File: config.mk
export PLATFORM = sky130hd
export DESIGN_NAME = div_arbiter
export DESIGN_NICKNAME = d
export VERILOG_FILES = /design/src/rtl/div_pkg.sv /design/src/rtl/div_arbiter_rr.sv /design/src/rtl/div_arbiter.sv
export SDC_FILE = /design/constraint.sdc
export NUM_CORES = 1
export LEC_CHECK = 0
export CORE_UTILIZATION = 35
export CTS_CLUSTER_SIZE = 16
export DETAILED_ROUTE_END_ITERATION = 6
export DONT_BUFFER_PORTS = 1
export PLACE_DENSITY = 0.57
export SLEW_MARGIN = 0
export SYNTH_ARGS = -nofsm -noshare
export SYNTH_HDL_FRONTEND = slang
export SYNTH_SLANG_ARGS = --single-unit
File: constraint.sdc
create_clock -name clk -period 5.4 [get_ports clk]
set_input_delay 1.08 -clock clk [delete_from_list [all_inputs] [get_ports clk]]
set_output_delay 1.08 -clock clk [all_outputs]
set_load 0.005 [all_outputs]
File: src/rtl/div_pkg.sv
// Shared types, constants and sign helpers for the divider arbiter.
package div_pkg;

    typedef enum logic [2:0] {
        IDLE   = 3'd0,
        LAUNCH = 3'd1,
        WAIT   = 3'd2,
        FIX    = 3'd3,
        RESP   = 3'd4
    } div_state_e;

    localparam int W = 32;

    // Quotient reported for a zero divisor.
    localparam logic [W-1:0] DZ_QUOTIENT = '1;

    function automatic logic [W-1:0] div_neg(input logic [W-1:0] x);
        return ~x + W'(1);
    endfunction

    function automatic logic [W-1:0] div_abs(input logic [W-1:0] x, input logic sgn);
        return (sgn && x[W-1]) ? div_neg(x) : x;
    endfunction

endpackage

File: src/rtl/div_arbiter_rr.sv
// Round-robin arbiter: one-hot grant to the first request at or after the
// pointer (wrapping); the pointer moves to grant+1 on the advance strobe.
module rr_arbiter #(
    parameter int NREQ = 2
) (
    input  logic                    clk,
    input  logic                    rst,
    input  logic [NREQ-1:0]         req_i,
    input  logic                    advance_i,
    output logic [NREQ-1:0]         grant_o,
    output logic [$clog2(NREQ)-1:0] grant_idx_o
);

    localparam int IDW = $clog2(NREQ);

    logic [IDW-1:0] ptr_q, ptr_d;
    logic [IDW:0]   sum;
    logic [IDW-1:0] idx;
    logic           found;

    always_comb begin
        grant_o     = '0;
        grant_idx_o = '0;
        found       = 1'b0;
        sum         = '0;
        idx         = '0;
        for (int i = 0; i < NREQ; i++) begin
            sum = {1'b0, ptr_q} + (IDW+1)'(i);
            if (sum >= (IDW+1)'(NREQ)) begin
                sum = sum - (IDW+1)'(NREQ);
            end
            idx = sum[IDW-1:0];
            if (!found && req_i[idx]) begin
                found        = 1'b1;
                grant_o[idx] = 1'b1;
                grant_idx_o  = idx;
            end
        end
    end

    always_comb begin
        ptr_d = ptr_q;
        if (advance_i) begin
            ptr_d = (grant_idx_o == IDW'(NREQ - 1)) ? '0 : grant_idx_o + IDW'(1);
        end
    end

    always_ff @(posedge clk or posedge rst) begin
        if (rst) begin
            ptr_q <= '0;
        end else begin
            ptr_q <= ptr_d;
        end
    end

endmodule

File: src/rtl/div_arbiter.sv
// Shares one unsigned divider core among NREQ requesters with sign fix-up and
// divide-by-zero bypass. Define DIV_TIMEOUT_EN to add a core watchdog.
//
// Handshakes: a transfer happens on a rising clk edge where valid and ready are
// both high; valid, once raised by the producer, holds with a stable payload
// until that edge.
module div_arbiter #(
    parameter int NREQ = 2,
    parameter int W    = 32
`ifdef DIV_TIMEOUT_EN
    , parameter int TIMEOUT_CYCLES = 64
`endif
) (
    input  logic                    clk,
    input  logic                    rst,
    input  logic [NREQ-1:0]         req_valid,
    output logic [NREQ-1:0]         req_ready,
    input  logic [NREQ*W-1:0]       req_a,
    input  logic [NREQ*W-1:0]       req_b,
    input  logic [NREQ-1:0]         req_signed,
    output logic                    rsp_valid,
    output logic [$clog2(NREQ)-1:0] rsp_id,
    output logic [W-1:0]            rsp_q,
    output logic [W-1:0]            rsp_r,
    output logic                    rsp_dz,
    output logic                    rsp_err,
    input  logic                    rsp_ready,
    output logic                    core_start,
    output logic [W-1:0]            core_a,
    output logic [W-1:0]            core_b,
    input  logic                    core_done,
    input  logic [W-1:0]            core_q,
    input  logic [W-1:0]            core_r
);

    import div_pkg::*;

    localparam int IDW = $clog2(NREQ);

    div_state_e     state_q, state_d;
    logic [IDW-1:0] id_q, id_d;
    logic [W-1:0]   ca_q, ca_d, cb_q, cb_d;
    logic [W-1:0]   quot_q, quot_d, rem_q, rem_d;
    logic           negq_q, negq_d, negr_q, negr_d;
    logic           dz_q, dz_d, err_q, err_d;

`ifdef DIV_TIMEOUT_EN
    localparam int CNT_W = $clog2(TIMEOUT_CYCLES) + 1;
    logic [CNT_W-1:0] cnt_q, cnt_d;
`endif

    logic [NREQ-1:0] grant;
    logic [IDW-1:0]  gidx;
    logic            accept;
    logic [W-1:0]    a_sel, b_sel;
    logic            s_sel;

    rr_arbiter #(.NREQ(NREQ)) u_rr (
        .clk        (clk),
        .rst        (rst),
        .req_i      (req_valid),
        .advance_i  (accept),
        .grant_o    (grant),
        .grant_idx_o(gidx)
    );

    // Grants are only visible while idle, so nothing is accepted mid-operation.
    assign req_ready = (state_q == IDLE) ? grant : '0;
    assign accept    = (state_q == IDLE) && (|req_valid);

    always_comb begin
        a_sel = '0;
        b_sel = '0;
        s_sel = 1'b0;
        for (int i = 0; i < NREQ; i++) begin
            if (grant[i]) begin
                a_sel = req_a[i*W +: W];
                b_sel = req_b[i*W +: W];
                s_sel = req_signed[i];
            end
        end
    end

    always_comb begin
        state_d    = state_q;
        id_d       = id_q;
        ca_d       = ca_q;
        cb_d       = cb_q;
        quot_d     = quot_q;
        rem_d      = rem_q;
        negq_d     = negq_q;
        negr_d     = negr_q;
        dz_d       = dz_q;
        err_d      = err_q;
        core_start = 1'b0;
`ifdef DIV_TIMEOUT_EN
        cnt_d      = cnt_q;
`endif
        case (state_q)
            IDLE: begin
                if (accept) begin
                    id_d   = gidx;
                    negq_d = s_sel && (a_sel[W-1] != b_sel[W-1]);
                    negr_d = s_sel && a_sel[W-1];
                    dz_d   = 1'b0;
                    err_d  = 1'b0;
                    if (b_sel == '0) begin
                        quot_d  = DZ_QUOTIENT;
                        rem_d   = a_sel;
                        dz_d    = 1'b1;
                        state_d = RESP;
                    end else begin
                        ca_d    = div_abs(a_sel, s_sel);
                        cb_d    = div_abs(b_sel, s_sel);
                        state_d = LAUNCH;
                    end
                end
            end
            LAUNCH: begin
                core_start = 1'b1;
`ifdef DIV_TIMEOUT_EN
                cnt_d      = '0;
`endif
                state_d    = WAIT;
            end
            WAIT: begin
                if (core_done) begin
                    quot_d  = core_q;
                    rem_d   = core_r;
                    state_d = FIX;
                end
`ifdef DIV_TIMEOUT_EN
                else if (cnt_q == CNT_W'(TIMEOUT_CYCLES - 1)) begin
                    quot_d  = '0;
                    rem_d   = '0;
                    err_d   = 1'b1;
                    state_d = RESP;
                end else begin
                    cnt_d = cnt_q + CNT_W'(1);
                end
`endif
            end
            FIX: begin
                // -2^(W-1) / -1 needs no special case: the magnitude quotient
                // is already 0x80..0 and is left un-negated.
                if (negq_q) quot_d = div_neg(quot_q);
                if (negr_q) rem_d  = div_neg(rem_q);
                state_d = RESP;
            end
            RESP: begin
                if (rsp_ready) state_d = IDLE;
            end
            default: state_d = IDLE;
        endcase
    end

    always_ff @(posedge clk or posedge rst) begin
        if (rst) begin
            state_q <= IDLE;
            id_q    <= '0;
            ca_q    <= '0;
            cb_q    <= '0;
            quot_q  <= '0;
            rem_q   <= '0;
            negq_q  <= 1'b0;
            negr_q  <= 1'b0;
            dz_q    <= 1'b0;
            err_q   <= 1'b0;
        end else begin
            state_q <= state_d;
            id_q    <= id_d;
            ca_q    <= ca_d;
            cb_q    <= cb_d;
            quot_q  <= quot_d;
            rem_q   <= rem_d;
            negq_q  <= negq_d;
            negr_q  <= negr_d;
            dz_q    <= dz_d;
            err_q   <= err_d;
        end
    end

`ifdef DIV_TIMEOUT_EN
    always_ff @(posedge clk or posedge rst) begin
        if (rst) cnt_q <= '0;
        else     cnt_q <= cnt_d;
    end
`endif

    assign rsp_valid = (state_q == RESP);
    assign rsp_id    = id_q;
    assign rsp_q     = quot_q;
    assign rsp_r     = rem_q;
    assign rsp_dz    = dz_q;
    assign rsp_err   = err_q;
    assign core_a    = ca_q;
    assign core_b    = cb_q;

endmodule

# Word level (Yosys, flattened, before mapping)
# Index checks and enable logic that the tools add are counted.
[word_totals]
register_bits = 136
inputBits = 200
out_inout_bits = 135
word_cells = 100
[classes]
addsub = 8
order_cmp = 6
eq_ne = 11
mux = 42
bitwise = 6
reduce_logical = 17
[op_table]
columns = ["op", "n"]
rows = [
  ["two-way mux 32 bit", 14],
  ["one-hot mux 32 bit (3 select lines)", 2],
  ["adder 32 x 1 -> 32 bit, second input constant", 4],
  ["inverter 32 bit", 4],
  ["zero test 32 bit", 1],
  ["two-way mux 1 bit", 16],
  ["one-hot mux 3 bit (5 select lines)", 1],
  ["two-way mux 3 bit", 4],
  ["AND reduction 5 bit", 2],
  ["inequality test 2 bit, second input constant", 4],
  ["logical AND 1 bit", 7],
  ["equality test 3 x 2 -> 1 bit, second input constant", 2],
  ["two-way mux 2 bit", 3],
  ["AND reduction 3 bit", 2],
  ["less-than comparator 1 x 2 -> 1 bit, second input constant", 2],
  ["inequality test 2 x 1 -> 1 bit, second input constant", 2],
  ["equality test 3 x 1 -> 1 bit, second input constant", 1],
  ["equality test 3 bit, second input constant", 1],
  ["zero test 3 bit", 1],
  ["nonzero test 3 bit", 1],
  ["adder 1 x 1 -> 2 bit, second input constant", 1],
  ["demux 1 bit (select 1 bit)", 2],
  [">= comparator 1 bit, second input constant", 2],
  [">= comparator 1 x 2 -> 1 bit, second input constant", 1],
  ["other kinds (9)", 10],
]

# Depth between registers and ports, before layout
# Gate-level depths: netlist of the first run.
[depth]
ltp_word = 15
depth_mapped = 17
depth_no_buf = 9

# By module
# From an unflattened synthesis of the first run, not the netlist that was laid out.
[hier_totals]
cells_unflattened = 1191
hier_area_um2 = 9432.8
[by_module_without_submodules]
columns = ["mod", "n_inst", "cells_each", "area_each_um2", "seq_area_each_um2"]
rows = [
  ["div_arbiter", 1, 1183, 9345.2, 3378.2],
  ["rr_arbiter", 1, 8, 87.6, 25.0],
]

# Worst setup path before layout of the first run
# Ideal clock, no wire load.
[synth_path]
path_type = "input to register"
startpoint = "in req_valid[1]"
endpoint = "reg quot_q[9] (netlist: rsp_q[9])"
setup_ns = 0.128
arrival_time_ns = 4.179
t_required_ns = 5.272
path_slack_ns = 1.093
path_stages = 16
path_buffers = 8
cell_sequence = "buf_4 > a21boi_4 > buf_6 > buf_2 > buf_1 > clkbuf_1 > buf_1 > a22oi_1 > ha_1 > nand2_1 > or4b_1 > buf_2 > o31ai_4 > buf_6 > mux2i_1 > nor2_1"
[synth_between]
elab_chain_cells = 11
word_cells_on_any_way = 18
cone_classes = "eq/ne (2); mux (9); bitwise (1); reduce/logical (6)"
[synth_lines]
columns = ["item", "line_no", "rtl"]
rows = [
  ["start: declaration", "div_arbiter.sv:16", "input logic [NREQ-1:0] req_valid,"],
  ["two-way mux 1 bit (implied by the code) (2 in series)", "div_arbiter_rr.sv:33", "if (!found && req_i[idx]) begin"],
  ["two-way mux 1 bit", "div_arbiter_rr.sv:33", ""],
  ["zero test 1 bit", "div_arbiter_rr.sv:33", ""],
  ["logical AND 1 bit", "div_arbiter_rr.sv:33", ""],
  ["two-way mux 2 bit", "div_arbiter_rr.sv:33", ""],
  ["two-way mux 32 bit (2 in series)", "div_arbiter.sv:76", "if (grant[i]) begin"],
  ["zero test 32 bit", "div_arbiter.sv:107", "if (b_sel == '0) begin"],
  ["inequality test 2 x 1 -> 1 bit (no line)", "-", ""],
  ["AND reduction 5 bit (no line) *", "-", ""],
  ["end signal: assignment", "div_arbiter.sv:174", "quot_q <= quot_d;"],
  ["end: declaration", "div_arbiter.sv:43", "logic [W-1:0] quot_q, quot_d, rem_q, rem_d;"],
]
# Mark *: on every way between the ends. The rest lies on a longest branch, timed or not. The select of a mux whose other input is x is not followed.
# A chain may end at the register's enable or synchronous reset.

# Worst setup path in the final report of the first run
[layout_path]
startpoint = "in req_valid[0]"
endpoint = "reg ca_q[30] (netlist: core_a[30])"
[layout_between]
elab_chain_cells = 11
word_cells_on_any_way = 25
cone_classes = "add/sub (1); mux (14); bitwise (3); reduce/logical (7)"
[layout_lines]
columns = ["item", "line_no", "rtl"]
rows = [
  ["two-way mux 1 bit (implied by the code) (2 in series)", "div_arbiter_rr.sv:33", ""],
  ["two-way mux 1 bit", "div_arbiter_rr.sv:33", ""],
  ["zero test 1 bit", "div_arbiter_rr.sv:33", ""],
  ["logical AND 1 bit", "div_arbiter_rr.sv:33", ""],
  ["two-way mux 2 bit", "div_arbiter_rr.sv:33", ""],
  ["two-way mux 32 bit (2 in series)", "div_arbiter.sv:76", ""],
  ["inverter 32 bit / zero test 32 bit (equally long branches)", "div_pkg.sv:18, div_arbiter.sv:107", ""],
  ["adder 32 x 1 -> 32 bit / inverter 1 bit (equally long branches)", "-", ""],
  ["two-way mux 32 bit / AND reduction 3 bit (equally long branches)", "-", ""],
  ["end signal: assignment", "div_arbiter.sv:161", "ca_q <= '0;"],
  ["end signal: assignment", "div_arbiter.sv:172", "ca_q <= ca_d;"],
  ["end: declaration", "div_arbiter.sv:42", "logic [W-1:0] ca_q, ca_d, cb_q, cb_d;"],
]
# Parallel ways exist; a longest one is shown, timed or not. The select of a mux whose other input is x is not followed.

==> run_summary.xml, run 1 <==
<?xml version="1.0" encoding="UTF-8"?>
<metrics>
  <group name="routing">
    <metric name="drt_first_iter_violations" unit="">816</metric>
    <metric name="antenna_left" unit="">0</metric>
    <metric name="vias" unit="">8960</metric>
    <metric name="detail_route.drc_violations" unit="">0</metric>
    <metric name="wl_per_cell" unit="um">25.3</metric>
    <metric name="dr.pass1.iters" unit="">5</metric>
    <metric name="drt-vias-per-instance" unit="">6.26</metric>
    <metric name="wirelength" unit="um">36100</metric>
  </group>
  <group name="synthesis">
    <metric name="ys_seq_elements" unit="">136</metric>
    <metric name="synth-main-ff-cell" unit="">sky130_fd_sc_hd__dfrtp_1</metric>
    <metric name="yosysSeqAreaShare" unit="%">36.5</metric>
    <metric name="synth-edff-count" unit="">0</metric>
    <metric name="syn_area" unit="um2">9320</metric>
    <metric name="ys_types" unit="">78</metric>
    <metric name="synthArstFlopShare" unit="%">100</metric>
    <metric name="syn-mean-instance-area" unit="um2">8.28</metric>
    <metric name="postSynthCellCount" unit="">1125</metric>
    <metric name="yosys_warnings" unit="">0</metric>
    <metric name="synthesis.nets" unit="">1329</metric>
  </group>
  <group name="clock_tree">
    <metric name="post-cts-setup-buffer-count" unit="">0</metric>
    <metric name="cts_htree_levels" unit="">4</metric>
    <metric name="clk_pin_slew_worst_paths" unit="ns">0.07</metric>
    <metric name="clk_path_buf_depth" unit="">2</metric>
    <metric name="tritoncts_clock_tree" unit="">done</metric>
    <metric name="cts.repair.resized" unit="">0</metric>
    <metric name="cts_hold_repair.buffers" unit="">0</metric>
    <metric name="clock_sink_count" unit="">136</metric>
    <metric name="cts_root_buf" unit="">sky130_fd_sc_hd__clkbuf_16</metric>
    <metric name="cts_buf_count" unit="">17</metric>
    <metric name="clk-insertion-delay-late" unit="ns">0.43</metric>
  </group>
  <group name="sta">
    <metric name="final_hold_viol_count" unit="">0</metric>
    <metric name="setup_viol" unit="">0</metric>
    <metric name="clock.fmax" unit="MHz">261</metric>
    <metric name="timing.final.crit_period" unit="ns">3.83</metric>
    <metric name="fin_skew" unit="ns">0.0121</metric>
    <metric name="worstMarginPinSlew" unit="ns">1.02</metric>
    <metric name="finalSetupTns" unit="ns">0</metric>
    <metric name="slew-limit-headroom" unit="%">32.0</metric>
    <metric name="finalMaxSlewViolations" unit="">0</metric>
    <metric name="final_worst_path_cycle_share" unit="%">70.9</metric>
    <metric name="grt_setup_unrepaired" unit="">no</metric>
  </group>
  <group name="finish">
    <metric name="layout.core_utilization" unit="%">39.1</metric>
    <metric name="final.fill_count" unit="">2691</metric>
    <metric name="nets" unit="">1284</metric>
    <metric name="syn2layout_area_growth" unit="%">9.48</metric>
    <metric name="layout-drive-gt1-share" unit="%">8.97</metric>
  </group>
  <group name="setup_path">
    <metric name="critical_path.endpoint_type" unit="">flip-flop</metric>
    <metric name="critPathMaxStageDelay" unit="ns">0.74</metric>
    <metric name="worst_path_dominant_cell_family" unit="">simple AND/OR/NAND/NOR gates</metric>
    <metric name="type_of_element_launching_the_critical_path" unit="">input port</metric>
    <metric name="r2r_cells" unit="">11</metric>
    <metric name="critical_path.max_fanout" unit="">60</metric>
    <metric name="cp_data_required_time" unit="ns">5.70</metric>
    <metric name="path_common_cell" unit="">sky130_fd_sc_hd__buf_12</metric>
    <metric name="crit_path_cell_trace" unit="">nor2b_1 &gt; buf_4 &gt; nor2_4 &gt; a22oi_1 &gt; ha_1 &gt; nand2_1 &gt; or4b_1 &gt; o21ai_4 &gt; buf_12 &gt; buf_12 &gt; o21ai_0</metric>
    <metric name="crit_buf_inv" unit="">3</metric>
    <metric name="timing_worst_setup_path_type" unit="">in -&gt; reg</metric>
    <metric name="crit_cells" unit="">11</metric>
    <metric name="worst_ep_arrival_time" unit="ns">4.13</metric>
    <metric name="crit_path_top_delay_cell" unit="">sky130_fd_sc_hd__or4b_1</metric>
  </group>
  <group name="die">
    <metric name="die_w" unit="um">165</metric>
    <metric name="total_die_area" unit="um2">27300</metric>
    <metric name="start_util" unit="%">35.8</metric>
    <metric name="top_level_ports" unit="">335</metric>
    <metric name="die_y" unit="um">165</metric>
    <metric name="core.rowCount" unit="">59</metric>
    <metric name="fp.coreArea" unit="um2">26100</metric>
  </group>
  <group name="hold_path">
    <metric name="hold_path.class" unit="">reg -&gt; reg</metric>
    <metric name="worstHoldPathCells" unit="">1</metric>
  </group>
  <group name="grt">
    <metric name="maximum_number_of_pins_on_one_net_before_global_route_repair" unit="">63</metric>
    <metric name="wire_length_of_the_first_global_routing_pass" unit="um">51500</metric>
    <metric name="groute.usage.overall" unit="%">25.5</metric>
    <metric name="grt_antenna_before_repair" unit="">4</metric>
    <metric name="overflow_left_after_global_routing" unit="">0</metric>
    <metric name="first_global_vias" unit="">8089</metric>
  </group>
  <group name="placement">
    <metric name="io_buffers" unit="">0</metric>
    <metric name="placer_congestion_estimate" unit="">0.867</metric>
    <metric name="place.detailed.hpwl" unit="um">26800</metric>
  </group>
  <group name="run_status">
    <metric name="status" unit="">completed</metric>
  </group>
  <group name="power">
    <metric name="total_leakage_power" unit="nW">3.89</metric>
    <metric name="power_per_cell_area" unit="nW/um2">564</metric>
    <metric name="largest_vdd_supply_drop" unit="uV">287</metric>
  </group>
  <group name="run">
    <metric name="max_cap_viol_count" unit="">0</metric>
  </group>
</metrics>
[synth_stat cells (15+ instances only)]
cell / instances / share of area (%)
sky130_fd_sc_hd__a31oi_1: 27 / 1.8
sky130_fd_sc_hd__buf_2: 16 / 0.86
sky130_fd_sc_hd__inv_1: 15 / 0.60
sky130_fd_sc_hd__nand3_1: 18 / 0.97
sky130_fd_sc_hd__dfrtp_1: 136 / 37
sky130_fd_sc_hd__nor3_1: 29 / 1.6
sky130_fd_sc_hd__nor4_1: 20 / 1.3
sky130_fd_sc_hd__a21oi_1: 66 / 3.5
sky130_fd_sc_hd__nor2_1: 108 / 4.4
sky130_fd_sc_hd__o21ai_0: 120 / 6.4
sky130_fd_sc_hd__nand2_1: 131 / 5.3
sky130_fd_sc_hd__a32oi_1: 25 / 2.3
sky130_fd_sc_hd__xnor2_1: 23 / 2.2
sky130_fd_sc_hd__or3_1: 20 / 1.3
sky130_fd_sc_hd__a22oi_1: 36 / 2.9
sky130_fd_sc_hd__xor2_1: 48 / 4.5
sky130_fd_sc_hd__clkbuf_1: 58 / 2.3
[flip-flops by register name (all words and copies together) (netlist names)]
signal and flops:
core_a 32, core_b 32, rsp_q 32, rsp_r 32, state_q 3, negq_q 1
negr_q 1, rsp_dz 1, rsp_id 1, u_rr.ptr_q 1
[final timing paths]
kind,slack (ns),end,startpoint
hold / removal,0.51,rsp_id,rsp_id
setup reg to reg,1.75,core_a[30],u_rr.ptr_q
setup / recovery,1.57,core_a[30],req_valid[0]
hold reg to reg,0.51,rsp_id,rsp_id
max in group asynchronous,3.77,core_a[4],rst
min in group asynchronous,0.59,rsp_q[16],rst
[power by group]
group / internal [mW] / switching (mW) / total [mW]
clock network: 0.654 / 0.551 / 1.21
logic: 0.904 / 1.54 / 2.45
registers: 1.48 / 0.630 / 2.11
total: 3.04 / 2.72 / 5.76
[cell usage in the layout, fill, tap and decap left out, types with 14 or more instances in the layout]
master                      count
sky130_fd_sc_hd__inv_1         14
sky130_fd_sc_hd__a31oi_1       27
sky130_fd_sc_hd__or3_1         20
sky130_fd_sc_hd__nand2_1      131
sky130_fd_sc_hd__xor2_1        48
sky130_fd_sc_hd__a22oi_1       36
sky130_fd_sc_hd__a32oi_1       25
sky130_fd_sc_hd__xnor2_1       23
sky130_fd_sc_hd__dfrtp_1      135
sky130_fd_sc_hd__clkbuf_16     17
sky130_fd_sc_hd__buf_4         21
sky130_fd_sc_hd__nor4_1        20
sky130_fd_sc_hd__a21oi_1       66
sky130_fd_sc_hd__nor2_1       106
sky130_fd_sc_hd__nand3_1       18
sky130_fd_sc_hd__or4_1         14
sky130_fd_sc_hd__o21ai_0      120
sky130_fd_sc_hd__nor3_1        29
[kinds of logic after synthesis]
logic type	after synthesis	share of synthesized area, %
and+or+nand+nor	395	20.5
AOI/OAI and AO/OA	397	29.0
buffers and inverters	103	4.73
DFF	136	36.5
xor gates and xnor gates	71	6.67
muxes	18	2.04
adders and majority gates	4	0.537
other	1	0.0402
[layer usage]
metal	share of wire, %	track usage [%]
met2	47	40.9
met4	2.0	8.13
met3	11	8.92
met5	0.030	0
met1	40	31.9
[area by class of cell]
| cell class | instances | area, um2 | area share (%) |
|---|---|---|---|
| inverters | 15 | 61.3 | 0.601 |
| clock inverters | 15 | 155 | 1.52 |
| well taps | 335 | 419 | 4.11 |
| repair buffers | 24 | 218 | 2.13 |
| diodes | 3 | 7.51 | 0.0736 |
| clock buffers | 17 | 425 | 4.17 |
| flip-flops and latches | 136 | 3400 | 33.4 |
| multi-input cells | 886 | 5510 | 54.0 |
[metrics by stage]
| stage | hold slack [ns] | std cells | cell area (um2) | worst slack [ns] | power (mW) |
|---|---|---|---|---|---|
| after floorplan | 0.470 | 1125 | 9320 | 0.681 | 3.75 |
| after global placement | 0.492 | 1396 | 9610 | 1.33 | 4.53 |
| after detailed placement | 0.497 | 1396 | 9610 | 1.18 | 4.57 |
| after CTS | 0.512 | 1428 | 10200 | 1.66 | 5.79 |
| after global routing | 0.536 | 1431 | 10200 | 1.45 | 6.19 |
| final | 0.507 | 1431 | 10200 | 1.57 | 5.76 |
No activity file was read; power rests on OpenSTA's default activity.
==> run 2: changes to the inputs <==
PLACE_DENSITY = 0.59   (was 0.57)
clock period = 3.4 ns   (was 5.4 ns; I/O delays follow)
==> run_summary.xml, run 2 (synthesis results as in run 1) <==
<?xml version="1.0" encoding="UTF-8"?>
<metrics>
  <group name="run_status">
    <metric name="status" unit="">completed</metric>
  </group>
  <group name="clock_tree">
    <metric name="cts_htree_levels" unit="">4</metric>
    <metric name="tritoncts_clock_tree" unit="">done</metric>
    <metric name="cts_hold_repair.buffers" unit="">0</metric>
    <metric name="cts_buf_count" unit="">17</metric>
    <metric name="post-cts-setup-buffer-count" unit="">0</metric>
    <metric name="cts.repair.resized" unit="">0</metric>
    <metric name="clk-insertion-delay-late" unit="ns">0.43</metric>
    <metric name="cts_root_buf" unit="">sky130_fd_sc_hd__clkbuf_16</metric>
    <metric name="clk_path_buf_depth" unit="">2</metric>
    <metric name="clk_pin_slew_worst_paths" unit="ns">0.07</metric>
    <metric name="clock_sink_count" unit="">136</metric>
  </group>
  <group name="setup_path">
    <metric name="critical_path.endpoint_type" unit="">flip-flop</metric>
    <metric name="crit_path_top_delay_cell" unit="">sky130_fd_sc_hd__or4b_1</metric>
    <metric name="crit_path_cell_trace" unit="">nor2b_1 &gt; nor2_4 &gt; a22oi_2 &gt; ha_2 &gt; nand2_2 &gt; or4b_1 &gt; o21ai_4 &gt; buf_4 &gt; o21ai_0</metric>
    <metric name="worstReg2RegStart" unit="">u_rr.ptr_q</metric>
    <metric name="worst_ep_arrival_time" unit="ns">3.38</metric>
    <metric name="cp_data_required_time" unit="ns">3.71</metric>
    <metric name="critical_path.max_fanout" unit="">26</metric>
    <metric name="r2r_cells" unit="">9</metric>
    <metric name="critPathMaxStageDelay" unit="ns">0.71</metric>
    <metric name="setup.reg_to_reg.worst_slack" unit="ns">0.33</metric>
    <metric name="timing_worst_setup_path_type" unit="">reg -&gt; reg</metric>
    <metric name="rr_endpoint" unit="">core_b[13]</metric>
    <metric name="type_of_element_launching_the_critical_path" unit="">flip-flop</metric>
  </group>
  <group name="placement">
    <metric name="placer_congestion_estimate" unit="">0.908</metric>
    <metric name="place.detailed.hpwl" unit="um">27500</metric>
    <metric name="post-place-cells" unit="">1433</metric>
    <metric name="io_buffers" unit="">0</metric>
  </group>
  <group name="power">
    <metric name="total_leakage_power" unit="nW">4.06</metric>
    <metric name="largest_vdd_supply_drop" unit="uV">414</metric>
    <metric name="power_per_cell_area" unit="nW/um2">876</metric>
  </group>
  <group name="finish">
    <metric name="final.fill_count" unit="">2663</metric>
    <metric name="syn2layout_area_growth" unit="%">12.6</metric>
    <metric name="layout-drive-gt1-share" unit="%">12.4</metric>
    <metric name="layout.cells.most_common" unit="">sky130_fd_sc_hd__dfrtp_1</metric>
    <metric name="nets" unit="">1321</metric>
    <metric name="final_std_cells_w_o_fill" unit="">1468</metric>
    <metric name="most-common-layout-cells" unit="">sky130_fd_sc_hd__dfrtp_1, sky130_fd_sc_hd__nand2_1, sky130_fd_sc_hd__o21ai_0</metric>
  </group>
  <group name="die">
    <metric name="die_w" unit="um">165</metric>
    <metric name="fp.coreArea" unit="um2">26100</metric>
    <metric name="die_y" unit="um">165</metric>
    <metric name="start_util" unit="%">35.8</metric>
    <metric name="core.rowCount" unit="">59</metric>
    <metric name="top_level_ports" unit="">335</metric>
    <metric name="total_die_area" unit="um2">27300</metric>
  </group>
  <group name="grt">
    <metric name="wire_length_of_the_first_global_routing_pass" unit="um">52000</metric>
    <metric name="overflow_left_after_global_routing" unit="">0</metric>
    <metric name="grt_antenna_before_repair" unit="">5</metric>
    <metric name="maximum_number_of_pins_on_one_net_before_global_route_repair" unit="">54</metric>
    <metric name="first_global_vias" unit="">8380</metric>
    <metric name="groute.usage.overall" unit="%">25.7</metric>
  </group>
  <group name="sta">
    <metric name="worstMarginPinSlew" unit="ns">0.885</metric>
    <metric name="hold_slack" unit="ns">0.247</metric>
    <metric name="fin_skew" unit="ns">0.0107</metric>
    <metric name="finalMaxSlewViolations" unit="">0</metric>
    <metric name="final_worst_path_cycle_share" unit="%">90.4</metric>
    <metric name="clock.fmax" unit="MHz">325</metric>
    <metric name="timing.final.crit_period" unit="ns">3.07</metric>
    <metric name="slew-limit-headroom" unit="%">41.0</metric>
    <metric name="setup_viol" unit="">0</metric>
    <metric name="final_hold_viol_count" unit="">0</metric>
    <metric name="grt_setup_unrepaired" unit="">no</metric>
  </group>
  <group name="run">
    <metric name="max_cap_viol_count" unit="">0</metric>
  </group>
  <group name="routing">
    <metric name="drt_first_iter_violations" unit="">680</metric>
    <metric name="detail_route.drc_violations" unit="">0</metric>
    <metric name="antenna_left" unit="">0</metric>
    <metric name="wirelength" unit="um">36200</metric>
    <metric name="wl_per_cell" unit="um">24.7</metric>
    <metric name="drt-vias-per-instance" unit="">6.20</metric>
    <metric name="dr.pass1.iters" unit="">5</metric>
    <metric name="vias" unit="">9095</metric>
  </group>
  <group name="hold_path">
    <metric name="hold_path.class" unit="">in -&gt; async</metric>
  </group>
</metrics>
-- run 2: changes by cell type in the layout (fill, tap and decap cells not counted), sizes merged --
cell and delta:
buf +37, bufinv -1, clkinvlp +3, inv -2
-- run 2: how the worst max path moves through the flow --
stage,startpoint,to,cells past startpoint
finish,u_rr.ptr_q,core_b[13],9
global route,u_rr.ptr_q,core_b[10],10
CTS,u_rr.ptr_q,core_b[13],9
global placement,req_valid[0],core_a[29],8
detailed placement,req_valid[0],core_b[9],9
floorplan,req_valid[1],rsp_q[9],16
-- run 2: through the flow --
stage / setup WS (ns) / util, % / cell area [um2] / setup TNS, ns / power [mW]
2_1_floorplan: -0.0999 / - / 9460 / -0.245 / 6.02
3_3_place_gp: 0.157 / 38.1 / 9920 / 0 / 7.29
3_5_place_dp: 0.0902 / 38.1 / 9920 / 0 / 7.37
4_1_cts: 0.303 / 40.2 / 10500 / 0 / 9.23
5_1_grt: 0.0679 / 40.2 / 10500 / 0 / 9.86
6_report: 0.326 / 40.2 / 10500 / 0 / 9.19
-- run 2: final cells by class --
class | instances | area (um2) | area share (%)
clock inverter | 15 | 130 | 1.24
timing repair buffer | 61 | 520 | 4.96
inverter | 15 | 60.1 | 0.573
sequential | 136 | 3400 | 32.5
multi-input combinational | 886 | 5520 | 52.6
antenna | 3 | 7.51 | 0.0716
tap | 335 | 419 | 4.00
clock buffer | 17 | 425 | 4.06
-- run 2: critical path: cells and delay by family, from the launching register on --
family / cells / cell delay [ns]
buf+inv: 1 / 0.32
compound gates: 3 / 0.73
fa+ha+maj: 1 / 0.24
simple gates: 4 / 1.21
flops: 1 / 0.45
-- run 2: metal layers --
layer | wire length [um] | share of wire, % | global-route usage, %
met1 | 15000 | 41 | 33.3
met2 | 16400 | 45 | 39.7
met3 | 3970 | 11 | 8.39
met4 | 801 | 2.2 | 9.17
met5 | 20 | 0.055 | 0
-- run 2: where the power goes --
| part | total (mW) | switching [mW] | internal, mW |
|---|---|---|---|
| Clock | 1.85 | 0.883 | 0.963 |
| Combinational | 4.00 | 2.47 | 1.54 |
| Sequential | 3.34 | 0.993 | 2.35 |
| Total | 9.19 | 4.34 | 4.85 |
==> edit 1: new RTL, config.mk and constraints of run 1 <==
Encoding of `div_state_e`: now Gray code (3 bits for 5 states).
--- a/src/rtl/div_pkg.sv
+++ b/src/rtl/div_pkg.sv
@@ -2,11 +2,11 @@
 package div_pkg;
 
     typedef enum logic [2:0] {
-        IDLE   = 3'd0,
-        LAUNCH = 3'd1,
-        WAIT   = 3'd2,
-        FIX    = 3'd3,
-        RESP   = 3'd4
+        IDLE   = 3'b000,
+        LAUNCH = 3'b001,
+        WAIT   = 3'b011,
+        FIX    = 3'b010,
+        RESP   = 3'b110
     } div_state_e;
 
     localparam int W = 32;
Formal check against the unedited RTL: no difference found for any inputs over 4 cycles, from zero or initial values and one cycle with rst high; so few cycles prove little.
==> edit 1 against run 1 <==
Setup slack got worse by 440 ps. Power is 1.5% higher. Routed wire length shrank 3.9%. Register-to-register slack got worse by 560 ps. Synthesized area down 0.42%. Largest power group unchanged. Clock power shrank 5%. Non-clock buffer count fell by 1. Final area shrank 0.66%. Sequential power rose by 2%. Sequential cell count is the same.
==> edit 1: results (changes against run 1) <==
mux_cell_area_share_after_synthesis_pct: 1.20  # -0.84 points
complex_gate_fraction_of_the_synthesized_area_pct: 29.7  # +0.66 points
dominant_register_cell_in_the_synthesized_netlist: "sky130_fd_sc_hd__dfrtp_1"
post_detailed_placement_cell_area_um2: 9570  # -0.44%
synth-adder-area-share_pct: 0.539  # +0.0022 points
wl_per_cell_um: 24.2  # -4.1%
portBuffers: 0  # unchanged
antenna_cells_inserted: 0  # -3
design_area_um2: 10100  # -0.66%
vdd_ir_drop_max_v: 0.000192  # -33%
grt_antenna_before_repair: 0  # -4
grt_pass1_wl_um: 51200  # -0.52%
timing.reg2reg.worst_path_depth: 9  # -2
crit-reg2reg-launch: "u_rr.ptr_q$_DFFE_PP0P_"
synth_cell_types: 81  # +3.8%
worst_min_delay_path_class: "flop to flop"
whs_path_depth: 2  # +1
hpwl_um: 25800  # -3.9%
ys_warn_count: 0  # unchanged
clock-skew-final_ps: 12.9  # +0.744 ps
worstPathMaxFanout: 21  # -65%
yosys-top-cells-area: "sky130_fd_sc_hd__dfrtp_1 (37%), sky130_fd_sc_hd__o21ai_0 (7.0%), sky130_fd_sc_hd__nand2_1 (5.6%)"
grt_usage_pct: 25.1  # -0.36 points
syn-num-nets: 1330  # +0.075%
filler_instances: 2692  # +0.037%
critical_path_arrival_ps: 4570  # +440 ps
layout-drive-gt1-share_pct: 9.46  # +0.50 points
firstDrtPassIters: 5  # unchanged
yosysSeqAreaShare_pct: 36.7  # +0.15 points
gp_routability_congestion: 0.909  # +4.8%
tightestPinTransition_ps: 1020  # -0.424 ps
result_of_the_run: "complete, no violations"
xor_xnor_cell_area_share_of_the_yosys_netlist_pct: 6.42  # -0.26 points
drtIter0Drc: 620  # -24%
holdCritStartpoint: "negr_q$_DFFE_PP0P_"
grt_pass1_vias: 8253  # +2.0%
clk_transition_reported_paths_ps: 60
cts_post_setup_buffers_inserted: 0  # unchanged
post_synth_most_frequent_cells: "sky130_fd_sc_hd__nand2_1 (139), sky130_fd_sc_hd__dfrtp_1 (136), sky130_fd_sc_hd__o21ai_0 (129)"
edit 1: layer usage:
layer | up-vias | track usage [%] | share of wire [%]
li1 | 4143 | - | -
met2 | 400 | 41.0 | 47
met1 | 4294 | 31.3 | 41
met4 | 0 | 8.01 | 2.5
met3 | 50 | 7.94 | 9.1
met5 | - | 0 | 0
edit 1: area by class of cell:
type | count | share of cell area (%)
sequential | 136 | 33.6
timing repair buffer | 23 | 1.95
multi-input combinational | 894 | 54.2
clock buffer | 18 | 4.24
clock inverter | 14 | 1.32
tap | 335 | 4.14
inverter | 14 | 0.568
edit 1: power by group:
part           internal (µW)  switching [µW]
combinational            941            1590
sequential              1500             666
clock                    645             509
total                   3080            2760
edit 1: kinds of logic (layout without fill, tap and decap cells):
logic type | count (synthesis) | after routing
DFF | 136 | 136
AOI/OAI and AO/OA | 417 | 417
xor gates and xnor gates | 68 | 68
and+or+nand+nor | 394 | 394
buffers and inverters | 96 | 69
muxes | 10 | 10
other | 1 | 1
adders and majority gates | 4 | 4
edit 1: per-stage QoR:
step | instances | worst slack, ps
after floorplan | 1126 | 681
after global placement | 1402 | 878
after detailed placement | 1402 | 752
after CTS | 1434 | 1190
after global routing | 1434 | 964
final | 1434 | 1130
edit 1: worst paths after layout:
check	slack, ps	endpoint
worst max register to register	1190	rsp_r[22]$_DFFE_PP0P_
worst min register to register	500	negr_q$_DFFE_PP0P_
max in group asynchronous	3480	core_a[22]$_DFFE_PP0P_
min in group asynchronous	700	rsp_r[6]$_DFFE_PP0P_
worst min-delay path	500	negr_q$_DFFE_PP0P_
worst max-delay path	1130	rsp_r[22]$_DFFE_PP0P_
edit 1: worst max-delay path, stage by stage:
cell                       delay (ps)
sky130_fd_sc_hd__nand2b_2         200
sky130_fd_sc_hd__a32oi_1          430
sky130_fd_sc_hd__ha_1             250
sky130_fd_sc_hd__o221a_2          230
sky130_fd_sc_hd__nand4_1          170
sky130_fd_sc_hd__or4_4            650
sky130_fd_sc_hd__o31a_1           620
sky130_fd_sc_hd__nor2_4           530
sky130_fd_sc_hd__mux2_2           400
==> edit 2: new RTL, settings of run 1 <==
Without the edit above. Build with the macro `DIV_TIMEOUT_EN` defined.
--- a/src/rtl/div_arbiter.sv
+++ b/src/rtl/div_arbiter.sv
@@ -4,6 +4,8 @@
 // Handshakes: a transfer happens on a rising clk edge where valid and ready are
 // both high; valid, once raised by the producer, holds with a stable payload
 // until that edge.
+`define DIV_TIMEOUT_EN
+
 module div_arbiter #(
     parameter int NREQ = 2,
     parameter int W    = 32
Behaviour: same outputs for any inputs over 4 cycles, from zero or initial values and one cycle with rst high; that may be too few to reach the edited logic, so the function may still have changed.
==> edit 2 against run 1 <==
Final area up 5.4%. Synthesized area up 6.1%. Power up 14%. Combinational power up 25%. Count of clock-buffer cells in the layout up 1. Non-clock buffer count unchanged. Setup slack worse by 28 ps. Routed wire length up 6.6%. Sequential cell count up 8. Die area up 6.0%. Critical path type unchanged.
==> edit 2: results (changes against run 1) <==
tightestPinTransition_ps: 985  # -35.8 ps
complex_gate_fraction_of_the_synthesized_area_pct: 29.5  # +0.53 points
syn_area_per_cell_um2: 8.43  # +1.8%
detail_route.vias_per_cell: 6.19  # -1.2%
hpwl_um: 28800  # +7.1%
gp_routability_congestion: 0.876  # +1.0%
holdCritStartpoint: "core_b[4]$_DFFE_PP0P_"
post_detailed_placement_cell_area_um2: 10200  # +6.0%
tmin_final_ps: 3860  # +27.7 ps
grt_pass1_vias: 8831  # +9.2%
hold_path_end: "core_b[4]$_DFFE_PP0P_"
timing.reg2reg.worst_path_depth: 9  # -2
regToRegSetupSlack_ps: 1590  # -160 ps
grtUsageMet2_pct: 42.3  # +1.5 points
yosys-top-cells-area: "sky130_fd_sc_hd__dfrtp_1 (36%), sky130_fd_sc_hd__o21ai_0 (5.7%), sky130_fd_sc_hd__xor2_1 (5.1%)"
routed-wl-met2_um: 17800  # +5.5%
grt_usage_pct: 25.8  # +0.27 points
power.clock.fraction_pct: 17.8  # -3.1 points
worstPathMaxFanout: 36  # -40%
xor_xnor_cell_area_share_of_the_yosys_netlist_pct: 7.53  # +0.86 points
vdd_ir_drop_max_v: 0.000251  # -13%
wl_per_cell_um: 25.3  # +0.27%
critical_path_arrival_ps: 4160  # +30 ps
leakagePower_uw: 0.00410  # +5.3%
result_of_the_run: "complete, no violations"
synth-adder-area-share_pct: 0.633  # +0.096 points
grt_util_met3_pct: 9.05  # +0.13 points
==> edit 2: final cells by class <==
type / instances / area, µm²
fill: 2897 / 17000
clock buffer: 18 / 439
clock inverter: 14 / 124
antenna: 2 / 5.00
sequential: 144 / 3600
timing repair buffer: 24 / 218
inverter: 19 / 76.3
multi-input combinational: 922 / 5810
tap: 378 / 473
==> edit 2: critical path, stage by stage <==
cell,delay [ps]
sky130_fd_sc_hd__nand2b_2,460
sky130_fd_sc_hd__a32oi_2,530
sky130_fd_sc_hd__nand4_2,210
sky130_fd_sc_hd__or3_4,490
sky130_fd_sc_hd__o21ai_2,140
sky130_fd_sc_hd__buf_4,300
sky130_fd_sc_hd__and2_1,170
sky130_fd_sc_hd__buf_4,350
sky130_fd_sc_hd__mux2_2,390
==> edit 2: cell families (layout without fill, tap and decap cells) <==
family / count (synthesis) / count (layout)
DFF: 144 / 144
buffers and inverters: 106 / 75
other: 0 / 2
and+or+nand+nor: 371 / 371
AOI/OAI and AO/OA: 436 / 436
adders and majority gates: 5 / 5
xor gates and xnor gates: 85 / 85
muxes: 25 / 25
==> edit 2: worst max path at each step <==
stage | from | end | depth (start not counted)
3_3_place_gp | req_valid[0] | rsp_r[27]$_DFFE_PP0P_ | 9
6_report | req_valid[0] | rsp_r[26]$_DFFE_PP0P_ | 9
2_1_floorplan | rst | cnt_q[0]$_DFFE_PP0P_ | 1
4_1_cts | req_valid[0] | rsp_r[26]$_DFFE_PP0P_ | 9
3_5_place_dp | req_valid[0] | rsp_r[26]$_DFFE_PP0P_ | 9
5_1_grt | req_valid[0] | rsp_r[4]$_DFFE_PP0P_ | 13
